--- src/rtl/min_reduce_ctrl_if.sv ---
// Handshake bundle for min_reduce_ctrl: start/busy control, element stream in, result out.
// MIN_REDUCE_ARGMIN_EN adds out_idx and its width parameter.
interface min_reduce_ctrl_if
`ifdef MIN_REDUCE_ARGMIN_EN
  #(parameter int IDX_W = 4)
`endif
  ();
  logic        start;
  logic        busy;
  logic [31:0] in_data;
  logic        in_valid;
  logic        in_ready;
  logic [31:0] out_data;
  logic        out_valid;
  logic        out_ready;
`ifdef MIN_REDUCE_ARGMIN_EN
  logic [IDX_W-1:0] out_idx;

  modport master (
    output start, in_data, in_valid, out_ready,
    input  busy, in_ready, out_data, out_valid, out_idx
  );
  modport slave (
    input  start, in_data, in_valid, out_ready,
    output busy, in_ready, out_data, out_valid, out_idx
  );
`else
  modport master (
    output start, in_data, in_valid, out_ready,
    input  busy, in_ready, out_data, out_valid
  );
  modport slave (
    input  start, in_data, in_valid, out_ready,
    output busy, in_ready, out_data, out_valid
  );
`endif
endinterface

--- src/rtl/min_reduce_ctrl.sv ---
// Streams VEC_LEN float32 elements through one shared combinational min unit and returns the minimum.
// Optional argmin output compiled in with MIN_REDUCE_ARGMIN_EN.

// Float32 minimum: a NaN operand yields the other operand, -0 orders below +0.
module fp32_min (
  input  logic [31:0] inputA,
  input  logic [31:0] inputB,
  output logic [31:0] outputMin
);
  logic        aNan;
  logic        bNan;
  logic [31:0] keyA;
  logic [31:0] keyB;

  // Map sign-magnitude onto an unsigned key so a plain compare orders the values.
  assign aNan = (&inputA[30:23]) && (|inputA[22:0]);
  assign bNan = (&inputB[30:23]) && (|inputB[22:0]);
  assign keyA = inputA[31] ? {1'b0, ~inputA[30:0]} : {1'b1, inputA[30:0]};
  assign keyB = inputB[31] ? {1'b0, ~inputB[30:0]} : {1'b1, inputB[30:0]};

  always_comb begin
    outputMin = inputA;
    if (aNan) begin
      outputMin = inputB;
    end else if (bNan) begin
      outputMin = inputA;
    end else if (keyB < keyA) begin
      outputMin = inputB;
    end
  end
endmodule

module min_reduce_ctrl #(
  parameter int VEC_LEN = 16,
  parameter int IDX_W   = $clog2(VEC_LEN)
) (
  input  logic              clk,
  input  logic              rst,
  min_reduce_ctrl_if.slave  bus
);
  typedef enum logic [1:0] {IDLE, ACCUM, DONE} stateT;

  localparam logic [IDX_W-1:0] LAST_IDX = IDX_W'(VEC_LEN - 1);

  stateT            stateReg, stateNext;
  logic [31:0]      accReg, accNext;
  logic [IDX_W-1:0] cntReg, cntNext;
  logic [31:0]      minOut;
  logic             inReady;
  logic             outValid;
  logic             busyOut;
`ifdef MIN_REDUCE_ARGMIN_EN
  logic [IDX_W-1:0] idxReg, idxNext;
`endif

  fp32_min minUnit (
    .inputA    (accReg),
    .inputB    (bus.in_data),
    .outputMin (minOut)
  );

  always_ff @(posedge clk) begin
    if (rst) begin
      stateReg <= IDLE;
      accReg   <= '0;
      cntReg   <= '0;
`ifdef MIN_REDUCE_ARGMIN_EN
      idxReg   <= '0;
`endif
    end else begin
      stateReg <= stateNext;
      accReg   <= accNext;
      cntReg   <= cntNext;
`ifdef MIN_REDUCE_ARGMIN_EN
      idxReg   <= idxNext;
`endif
    end
  end

  always_comb begin
    stateNext = stateReg;
    accNext   = accReg;
    cntNext   = cntReg;
    inReady   = 1'b0;
    outValid  = 1'b0;
    busyOut   = 1'b0;
`ifdef MIN_REDUCE_ARGMIN_EN
    idxNext   = idxReg;
`endif
    unique case (stateReg)
      IDLE: begin
        if (bus.start) begin
          stateNext = ACCUM;
          cntNext   = '0;
        end
      end
      ACCUM: begin
        inReady = 1'b1;
        busyOut = 1'b1;
        if (bus.in_valid) begin
          // The first element seeds the accumulator; later ones go through the min unit.
          if (cntReg == '0) begin
            accNext = bus.in_data;
`ifdef MIN_REDUCE_ARGMIN_EN
            idxNext = '0;
`endif
          end else begin
            accNext = minOut;
`ifdef MIN_REDUCE_ARGMIN_EN
            if (minOut != accReg) idxNext = cntReg;
`endif
          end
          cntNext = cntReg + 1'b1;
          if (cntReg == LAST_IDX) stateNext = DONE;
        end
      end
      DONE: begin
        outValid = 1'b1;
        busyOut  = 1'b1;
        if (bus.out_ready) stateNext = IDLE;
      end
      default: stateNext = IDLE;
    endcase
  end

  assign bus.in_ready  = inReady;
  assign bus.out_valid = outValid;
  assign bus.busy      = busyOut;
  assign bus.out_data  = accReg;
`ifdef MIN_REDUCE_ARGMIN_EN
  assign bus.out_idx   = idxReg;
`endif
endmodule

--- src/flat_wrapper.sv ---
// flat-port wrapper written by rule: the top's interface ports become plain ports
module min_reduce_ctrl_flat 
#(
  parameter int VEC_LEN = 16,
  parameter int IDX_W   = $clog2(VEC_LEN)
)
  (clk, rst, bus_start, bus_in_data, bus_in_valid, bus_out_ready, bus_busy, bus_in_ready, bus_out_data, bus_out_valid);
  min_reduce_ctrl_if bus_i ();
  input  logic clk;
  input  logic rst;
  input wire logic [$bits(bus_i.start)-1:0] bus_start;
  input wire logic [$bits(bus_i.in_data)-1:0] bus_in_data;
  input wire logic [$bits(bus_i.in_valid)-1:0] bus_in_valid;
  input wire logic [$bits(bus_i.out_ready)-1:0] bus_out_ready;
  output wire logic [$bits(bus_i.busy)-1:0] bus_busy;
  output wire logic [$bits(bus_i.in_ready)-1:0] bus_in_ready;
  output wire logic [$bits(bus_i.out_data)-1:0] bus_out_data;
  output wire logic [$bits(bus_i.out_valid)-1:0] bus_out_valid;
  assign bus_i.start = bus_start;
  assign bus_i.in_data = bus_in_data;
  assign bus_i.in_valid = bus_in_valid;
  assign bus_i.out_ready = bus_out_ready;
  assign bus_busy = bus_i.busy;
  assign bus_in_ready = bus_i.in_ready;
  assign bus_out_data = bus_i.out_data;
  assign bus_out_valid = bus_i.out_valid;
  min_reduce_ctrl #(.VEC_LEN(VEC_LEN), .IDX_W(IDX_W)) u_core (.clk(clk), .rst(rst), .bus(bus_i));
endmodule
--- config.mk ---
export PLATFORM = sky130hd
export DESIGN_NAME = min_reduce_ctrl_flat
export DESIGN_NICKNAME = d
export VERILOG_FILES = /design/src/rtl/min_reduce_ctrl_if.sv /design/src/rtl/min_reduce_ctrl.sv /design/src/flat_wrapper.sv
export SDC_FILE = /design/constraint.sdc
export NUM_CORES = 1
export LEC_CHECK = 0
export CORE_MARGIN = 2
export CORE_UTILIZATION = 56
export CTS_CLUSTER_DIAMETER = 100
export DETAILED_ROUTE_END_ITERATION = 8
export GPL_TIMING_DRIVEN = 0
export PLACE_DENSITY = 0.88
export SETUP_SLACK_MARGIN = 0.1
export SLEW_MARGIN = 30
export SYNTH_ARGS = -nofsm -noshare
export SYNTH_HDL_FRONTEND = slang
export SYNTH_SLANG_ARGS = --single-unit
--- constraint.sdc ---
create_clock -name clk -period 9.6 [get_ports clk]
set_input_delay 2.4 -clock clk [delete_from_list [all_inputs] [get_ports clk]]
set_output_delay 2.4 -clock clk [all_outputs]
set_load 0.1 [all_outputs]
==> results of run 1 <==
state kept, by name (all words and copies together), names as in the netlist:
name and cells:
u_core.cntReg 4, u_core.bus.out_data 32, u_core.stateReg 2
worst min-delay path by stage:
stage	end	start	slack, ns	cells past startpoint
4_1_cts	u_core.bus.out_data[21]	u_core.bus.out_data[21]	0.52	2
6_report	u_core.bus.out_data[29]	u_core.bus.out_data[29]	0.52	2
2_1_floorplan	u_core.stateReg[1]	u_core.stateReg[1]	0.49	2
3_5_place_dp	u_core.bus.out_data[29]	u_core.bus.out_data[29]	0.51	2
5_1_grt	u_core.bus.out_data[29]	u_core.bus.out_data[29]	0.54	2
3_3_place_gp	u_core.stateReg[1]	u_core.stateReg[1]	0.50	2
synth_stat cells, drive strengths merged:
library cell  instances
nand2b               65
dfxtp                38
ha                   36
mux2i                35
xnor2                31
xor2                 31
a21oi                13
nand4                13
nor4                 12
nor2                 10
buf                   9
clkbuf                9
inv                   9
nand3                 9
nand2                 6
a21o                  5
o21ai                 5
nor3                  3
a211oi                2
a221oi                2
and3                  2
a2111oi               1
a21boi                1
a221o                 1
a222oi                1
a22o                  1
a2bb2oi               1
a41oi                 1
and2                  1
and4                  1
o211ai                1
o21a                  1
o22ai                 1
o31ai                 1
or3b                  1
critical path: cells and delay by family:
kind,cells,cell delay [ns]
muxes,1,0.21
and+or+nand+nor,3,0.65
buffers and inverters,3,1.13
xor gates and xnor gates,1,0.19
adders and majority gates,1,0.33
AOI/OAI and AO/OA,2,0.56
per-layer routing:
metal,part of all wire [%],up-vias,GRT usage (%)
met5,0,-,0
met4,3.3,0,11.86
met3,6.7,30,5.506
met2,48,102,45.33
met1,42,1332,31.00
li1,-,1411,-
logic make-up after synthesis:
kind of cell	Yosys count	share of synthesized area (%)
buffers and inverters	27	3.819
XOR/XNOR	62	16.74
multiplexers	35	10.80
adder cells (fa/ha/maj)	36	13.89
AND/OR/NAND/NOR	123	22.38
AO/OA/AOI/OAI	38	8.913
flip-flops	38	23.46
report_power, final:
group,leakage [nW],switching [W],internal (W),total (W)
clock network,0.0482,0.0000621,0.0000581,0.000120
registers,0.309,0.0000417,0.000192,0.000234
logic,1.31,0.000488,0.000255,0.000742
metrics by stage:
stage / utilization [%] / instances / worst slack [ns]
floorplan: - / 359 / 4.524
global placement: 72.63 / 500 / 4.123
detailed placement: 72.63 / 500 / 4.049
CTS: 74.28 / 508 / 4.361
global route: 74.28 / 508 / 4.208
finish: 74.28 / 508 / 4.343
area by class of cell:
type	instances	area [um^2]
buffer	18	90.09
fill	410	1425
multi-input combinational	294	2359
sequential	38	760.7
tap	72	90.09
inverter	9	33.78
clock buffer	7	86.33
clock inverter	1	5.005
timing repair buffer	69	690.7
==> results.cfg, run 1 <==
[clocking]
postCtsSetupBuffers = 0
postCtsHoldBufs = 0
cts_tree = yes
ctsResizeCount = 0
insertion_delay_ns = 0.30
cts.path.max_buffers = 2
path_clk_slew_ns = 0.08
cts_sinks = 38
cts_buffers = 5
clockRootBuffer = clkbuf_8
cts-htree-levels = 2

[detailed_routing]
post_drt_wl_per_cell_um = 15.84
drt_wl_total_um = 8045
first_pass_iters = 5
num_vias = 2875
via_per_inst = 5.659
drt_iter0_drc = 148
drc_errors = 0
final_antenna_net_count = 0

[synth]
seq_area_frac_synth_pct = 23.46
synth_seq_cells = 38
synth.area.top_cells = dfxtp_1, ha_1, nand2b_1, mux2i_1, xnor2_1
synth_cell_types = 38
ys_warn_count = 0
avgSynthCellArea_um2 = 9.034
syn_inst = 359
postSynthNetCount = 432
syn_area_um2 = 3243
synth_top_area_share_pct = 23.46
yosysTopAreaCell = dfxtp_1

[worst_setup_path]
endpoint = u_core.bus.out_data[7]
cp.required_ns = 9.83
r2r_end = u_core.bus.out_data[7]
worst_setup_path_start_kind = input pin
reg2regPathDepth = 11
end_kind = flop
startpoint = bus_in_data[31]
slowest_delay_ns = 0.66
path_max_fanout = 10
cp_common_cell = nand4_1
worst-setup-path-type = in2reg
crit_chain = clkbuf_1 > buf_1 > xor2_1 > ha_1 > nand4_1 > nor4_2 > nand4_1 > a21o_1 > a41oi_4 > buf_6 > mux2i_1
worstReg2RegStart = u_core.bus.out_data[31]
cp_slowest_cell = buf_1
critPathArrivalTime_ns = 5.49
r2r_slack_ns = 6.03

[sta]
rsz0062_at_grt = false
layout_worst_path_cycle_share_pct = 54.77
setup_tns_ns = 0
fmax_mhz = 190.2
setup_viol = 0
max_slew_margin_pct = 32.36
holdWs_ns = 0.5231
report.final.slew_viol_count = 0
hold_violations = 0
worstMarginPinSlew_ns = 1.011
period_minus_slack_ns = 5.257
fin_skew_ns = 0.005155

[placed_design]
numPortBuffers = 69
dp_hpwl_um = 6269
place.gp.congestion = 0.8897
place_area_um2 = 4024

[layout]
insertedDiodeCount = 0
area_growth_pct = 26.89
mostFrequentLayoutCell = clkdlybuf4s50_1
drive_gt1_share_pct = 3.211
layout_common_cells = clkdlybuf4s50_1, nand2b_1, dfxtp_1
layout.nets = 508
fin_area_um2 = 4115

[min_path]
min_path_type = reg2reg

[pwr]
peakVddDrop_v = 0.0002166
power.density_nw_per_um2 = 266.5
power_w = 0.001097
leakage_nw = 1.667

[global_routing]
gr-usage-all-layers_pct = 26.23
grt_pass1_wl_um = 13300
grt.overflow.total = 0
grt_max_degree = 12
grt_pass1_vias = 2916
antenna_found_initial = 0

[status]
status = complete, no violations

[floorplan]
io_pins = 72
die-width_um = 80.10
core_um2 = 5540
initial_utilization_pct = 58.54
fp.dieH_um = 80.10
die_area_um2 = 6416
rows = 27

[flow_run]
maxCapViolCount = 0
Note: power is estimated with default switching activity, not from simulation.
==> run 2, diff against run 1 <==
--- a/config.mk
+++ b/config.mk
@@ -6,11 +6,11 @@
 export NUM_CORES = 1
 export LEC_CHECK = 0
 export CORE_MARGIN = 2
-export CORE_UTILIZATION = 56
+export CORE_UTILIZATION = 52
 export CTS_CLUSTER_DIAMETER = 100
 export DETAILED_ROUTE_END_ITERATION = 8
 export GPL_TIMING_DRIVEN = 0
-export PLACE_DENSITY = 0.88
+export PLACE_DENSITY = 0.83
 export SETUP_SLACK_MARGIN = 0.1
 export SLEW_MARGIN = 30
 export SYNTH_ARGS = -nofsm -noshare
==> constraint.sdc (replaced) <==
create_clock -name clk -period 5.2 [get_ports clk]
set_input_delay 1.3 -clock clk [delete_from_list [all_inputs] [get_ports clk]]
set_output_delay 1.3 -clock clk [all_outputs]
set_load 0.1 [all_outputs]
==> run 2 against run 1 <==
Compared with the run above:
- global-route usage down 2.9 points
- design area up 0.55%
- first-iteration DRC count down 15%
- clock power up 110%
- sequential cell count unchanged
- non-clock buffer count unchanged
- worst setup slack worse by 3.2 ns
- sequential power up 86%
- clock-buffer cell count up 1
- largest power group unchanged
- highest routed layer unchanged
==> results.cfg, run 2 (synthesized netlist as in run 1, its figures left out) <==
[clocking]
postCtsHoldBufs = 0
cts-htree-levels = 2
postCtsSetupBuffers = 0
clockRootBuffer = clkbuf_8
cts_buffers = 5
path_clk_slew_ns = 0.08
cts.path.max_buffers = 2
cts_tree = yes
cts_sinks = 38
ctsResizeCount = 0
insertion_delay_ns = 0.31

[floorplan]
rows = 28
core_um2 = 5991
fp.dieH_um = 82.98
initial_utilization_pct = 54.14
io_pins = 72
die_area_um2 = 6885
die-width_um = 82.98

[sta]
fmax_mhz = 243.7
setup_viol = 0
report.final.slew_viol_count = 0
hold_violations = 0
layout_worst_path_cycle_share_pct = 78.92
period_minus_slack_ns = 4.104
fin_skew_ns = 0.009414
max_slew_margin_pct = 33.16
setup_slack_ns = 1.096
worstMarginPinSlew_ns = 0.9994
setup_tns_ns = 0
rsz0062_at_grt = false

[layout]
layout_common_cells = clkdlybuf4s50_1, nand2b_1, dfxtp_1
insertedDiodeCount = 0
drive_gt1_share_pct = 3.440
layout.nets = 508
area_growth_pct = 27.58
largest_reg_flops = 32
mostFrequentLayoutCell = clkdlybuf4s50_1
n_fill_cell = 496

[detailed_routing]
num_vias = 2849
final_antenna_net_count = 0
first_pass_iters = 5
drc_errors = 0
via_per_inst = 5.575
drt_wl_total_um = 7941
drt_iter0_drc = 126
post_drt_wl_per_cell_um = 15.54

[global_routing]
grt_max_degree = 12
grtUsageMet3_pct = 4.771
grtUsageMet2_pct = 40.10
gr-usage-all-layers_pct = 23.35
grt-busiest-layer = met2
grt.overflow.total = 0
grt_pass1_vias = 2881
met1_usage_pct = 28.76
antenna_found_initial = 0
grt_pass1_wl_um = 13340

[worst_setup_path]
path_max_fanout = 10
slowest_delay_ns = 0.63
critPathArrivalTime_ns = 4.34
cp_common_cell = nand4_1
r2r_slack_ns = 1.65
worstReg2RegStart = u_core.bus.out_data[31]
cp.required_ns = 5.43
end_kind = flop
worst_setup_path_start_kind = input pin
cp_slowest_cell = buf_1
worst-setup-path-type = in2reg
crit_chain = clkbuf_1 > buf_1 > xor2_1 > ha_1 > nand4_1 > nor4_2 > nand4_1 > a21o_1 > a41oi_4 > buf_6 > mux2i_1
startpoint = bus_in_data[31]

[placed_design]
numPortBuffers = 69
post-place-ws_ns = 0.8025
dp_hpwl_um = 6149
place.gp.congestion = 0.8530

[pwr]
leakage_nw = 1.676
peakVddDrop_v = 0.0004737
power.density_nw_per_um2 = 494.0

[min_path]
min_path_type = reg2reg
hold_start = u_core.bus.out_data[10]

[flow_run]
maxCapViolCount = 0

[status]
status = complete, no violations
## run 2: cell types whose count changed in the layout (fill, tap and decap cells not counted), sizes merged
cell | before | now
clkbuf | 16 | 17
clkinv | 1 | 0
## run 2: layout make-up
type / instances / area, um^2 / area share (%)
Sequential cell: 38 / 760.7 / 18.39
Tap cell: 75 / 93.84 / 2.268
Timing Repair Buffer: 69 / 690.7 / 16.69
Clock buffer: 8 / 110.1 / 2.661
Buffer: 18 / 90.09 / 2.177
Inverter: 9 / 33.78 / 0.8164
Multi-Input combinational cell: 294 / 2359 / 57.00
## run 2: metrics by stage
| stage | total power, W | cell area [um^2] | hold WS, ns | instances | util, % |
|---|---|---|---|---|---|
| floorplan | 0.001492 | 3243 | 0.4871 | 359 | - |
| global placement | 0.001764 | 4028 | 0.5060 | 503 | 67.23 |
| detailed placement | 0.001792 | 4028 | 0.5133 | 503 | 67.23 |
| CTS | 0.002046 | 4138 | 0.5248 | 511 | 69.07 |
| global route | 0.002161 | 4138 | 0.5574 | 511 | 69.07 |
| finish | 0.002044 | 4138 | 0.5205 | 511 | 69.07 |
## run 2: worst paths after layout
path / depth (start not counted) / end
worst max register to register: 11 / u_core.bus.out_data[28]
worst min-delay path: 2 / u_core.bus.out_data[10]
worst min register to register: 2 / u_core.bus.out_data[10]
worst max-delay path: 11 / u_core.bus.out_data[28]
## run 2: worst max-delay path, delay by kind of cell
family / cells / cell delay [ns]
mux: 1 / 0.22
compound gates: 2 / 0.56
fa+ha+maj: 1 / 0.34
xor+xnor: 1 / 0.17
simple gates: 3 / 0.66
buf+inv: 3 / 1.08
## run 2: metal layers
metal,up-vias,part of all wire [%],wire (um)
li1,1406,-,-
met1,1340,44,3519
met2,84,48,3824
met3,19,5.4,431
met4,0,2.1,165
met5,-,0,0
## run 2: where the power goes
group | internal, W | total (W) | switching, W | leakage (nW)
Sequential | 0.000355 | 0.000435 | 0.0000796 | 0.309
Clock | 0.000134 | 0.000246 | 0.000112 | 0.0575
Combinational | 0.000470 | 0.00136 | 0.000893 | 1.31
==> run 3, diff against run 2 <==
--- a/config.mk
+++ b/config.mk
@@ -6,11 +6,11 @@
 export NUM_CORES = 1
 export LEC_CHECK = 0
 export CORE_MARGIN = 2
-export CORE_UTILIZATION = 52
+export CORE_UTILIZATION = 47
 export CTS_CLUSTER_DIAMETER = 100
 export DETAILED_ROUTE_END_ITERATION = 8
 export GPL_TIMING_DRIVEN = 0
-export PLACE_DENSITY = 0.83
+export PLACE_DENSITY = 0.79
 export SETUP_SLACK_MARGIN = 0.1
 export SLEW_MARGIN = 30
 export SYNTH_ARGS = -nofsm -noshare
==> constraint.sdc (replaced) <==
create_clock -name clk -period 3.3 [get_ports clk]
set_input_delay 0.825 -clock clk [delete_from_list [all_inputs] [get_ports clk]]
set_output_delay 0.825 -clock clk [all_outputs]
set_load 0.1 [all_outputs]
==> run 3 against run 2 <==
Compared with the run above:
- non-clock buffer count up 8
- critical path depth grew 1
- sequential cell count is the same
- clock-buffer cell count is 1 lower
- combinational power rose by 71%
- register-to-register slack got worse by 1.4 ns
- largest cell class unchanged
- highest routed layer unchanged
==> results.cfg, run 3 (synthesized netlist as in run 1, its figures left out) <==
[floorplan]
die-width_um = 87.07
initial_utilization_pct = 48.27
rows = 30
io_pins = 72
fp.dieH_um = 87.07
die_area_um2 = 7580
core_um2 = 6719

[global_routing]
antenna_found_initial = 0
grt_pass1_vias = 2995
grt.overflow.total = 0
gr-usage-all-layers_pct = 21.97
grt_pass1_wl_um = 13310
grt_max_degree = 12

[clocking]
cts-htree-levels = 2
cts_tree = yes
clockRootBuffer = clkbuf_8
cts_sinks = 38
path_clk_slew_ns = 0.08
postCtsHoldBufs = 0
cts.path.max_buffers = 2
insertion_delay_ns = 0.30
cts_buffers = 5

[detailed_routing]
via_per_inst = 5.502
drt_iter0_drc = 116
drc_errors = 0
first_pass_iters = 4
post_drt_wl_per_cell_um = 15.99
drt_wl_total_um = 8377
final_antenna_net_count = 0
num_vias = 2883

[layout]
insertedDiodeCount = 0
drive_gt1_share_pct = 7.432
layout.nets = 516
n_fill_cell = 530
area_growth_pct = 33.49
mostFrequentLayoutCell = nand2b_1
layout_common_cells = nand2b_1, clkdlybuf4s50_1, dfxtp_1
largest_reg_flops = 32
final_core_util_pct = 64.43

[worst_setup_path]
path_max_fanout = 10
r2r_slack_ns = 0.27
r2r_end = u_core.bus.out_data[26]
reg2regPathDepth = 12
worst_setup_path_start_kind = input pin
critPathArrivalTime_ns = 3.34
cp.required_ns = 3.49
end_kind = flop
worst-setup-path-type = in2reg
worstReg2RegStart = u_core.bus.out_data[31]
startpoint = bus_in_data[31]

[sta]
hold_violations = 0
period_minus_slack_ns = 3.149
worstMarginPinSlew_ns = 0.9903
layout_worst_path_cycle_share_pct = 95.43
setup_viol = 0
setup_tns_ns = 0
report.final.slew_viol_count = 0
max_slew_margin_pct = 33.77
fmax_mhz = 317.5
fin_skew_ns = 0.007893
rsz0062_at_grt = false

[placed_design]
dp_hpwl_um = 6320
numPortBuffers = 69
place.gp.congestion = 0.8839

[status]
status = complete, no violations

[pwr]
peakVddDrop_v = 0.0006362
power.density_nw_per_um2 = 775.8
leakage_nw = 1.858

[min_path]
whs_endpoint = u_core.bus.out_data[15]
hold_start = u_core.bus.out_data[15]
hold_depth = 2
min_path_type = reg2reg

[flow_run]
maxCapViolCount = 0
## run 3: per-stage QoR
step                      hold slack (ns)  area, um^2  power [W]  setup slack [ns]  instances
after global placement             0.5080        4055   0.002787           -0.2879        508
after CTS                          0.5269        4178   0.003207            0.1212        518
final                              0.5189        4329   0.003359            0.1508        524
after floorplan                    0.4871        3264   0.002356            0.1446        359
after detailed placement           0.5137        4055   0.002831           -0.3559        508
after global routing               0.5470        4329   0.003544           0.08162        524
## run 3: worst max path at each step
stage	endpoint	slack (ns)	cells past startpoint
2_1_floorplan	u_core.bus.out_data[9]	0.14	11
3_3_place_gp	u_core.bus.out_data[31]	-0.29	10
3_5_place_dp	u_core.bus.out_data[22]	-0.36	10
4_1_cts	u_core.bus.out_data[22]	0.12	10
5_1_grt	u_core.bus.out_data[30]	0.08	12
6_report	u_core.bus.out_data[26]	0.15	12
## run 3: area by class of cell
class	instances	area [um^2]	share of cell area [%]
Inverter	9	33.78	0.7803
Buffer	18	146.4	3.381
Sequential cell	38	762.0	17.60
Timing Repair Buffer	77	818.3	18.90
Clock inverter	1	5.005	0.1156
Clock buffer	7	86.33	1.994
Tap cell	80	100.1	2.312
Multi-Input combinational cell	294	2377	54.91
## run 3: per-layer routing
layer / vias to the layer above / track usage [%] / part of all wire (%) / routed length [um]
li1: 1427 / - / - / -
met1: 1368 / 26.76 / 45 / 3753
met2: 73 / 38.24 / 48 / 4057
met3: 15 / 4.550 / 4.8 / 403
met4: 0 / 7.528 / 1.9 / 163
met5: - / 0 / 0 / 0
## run 3: power breakdown
group          internal (W)  leakage (nW)  switching [W]
clock              0.000169        0.0482       0.000172
sequential         0.000560         0.310       0.000126
combinational      0.000868          1.50        0.00146
total               0.00160          1.86        0.00176
## run 3: repair_timing
item | CTS | global route
pin swaps | 3 | 10
setup buffers | 2 | 4
cloned | 0 | 2
setup endpoints to repair | 30 | 32
gates resized for setup | 3 | 22
## run 3: worst max-delay path: stages
cell and delay (ns):
buf_2 0.16, buf_12 0.17, xor2_1 0.16, ha_1 0.33
and3_1 0.21, nor4_2 0.28, o21ai_2 0.13, a2111oi_4 0.42
a41oi_4 0.18, buf_12 0.19, clkbuf_16 0.16, mux2i_1 0.12
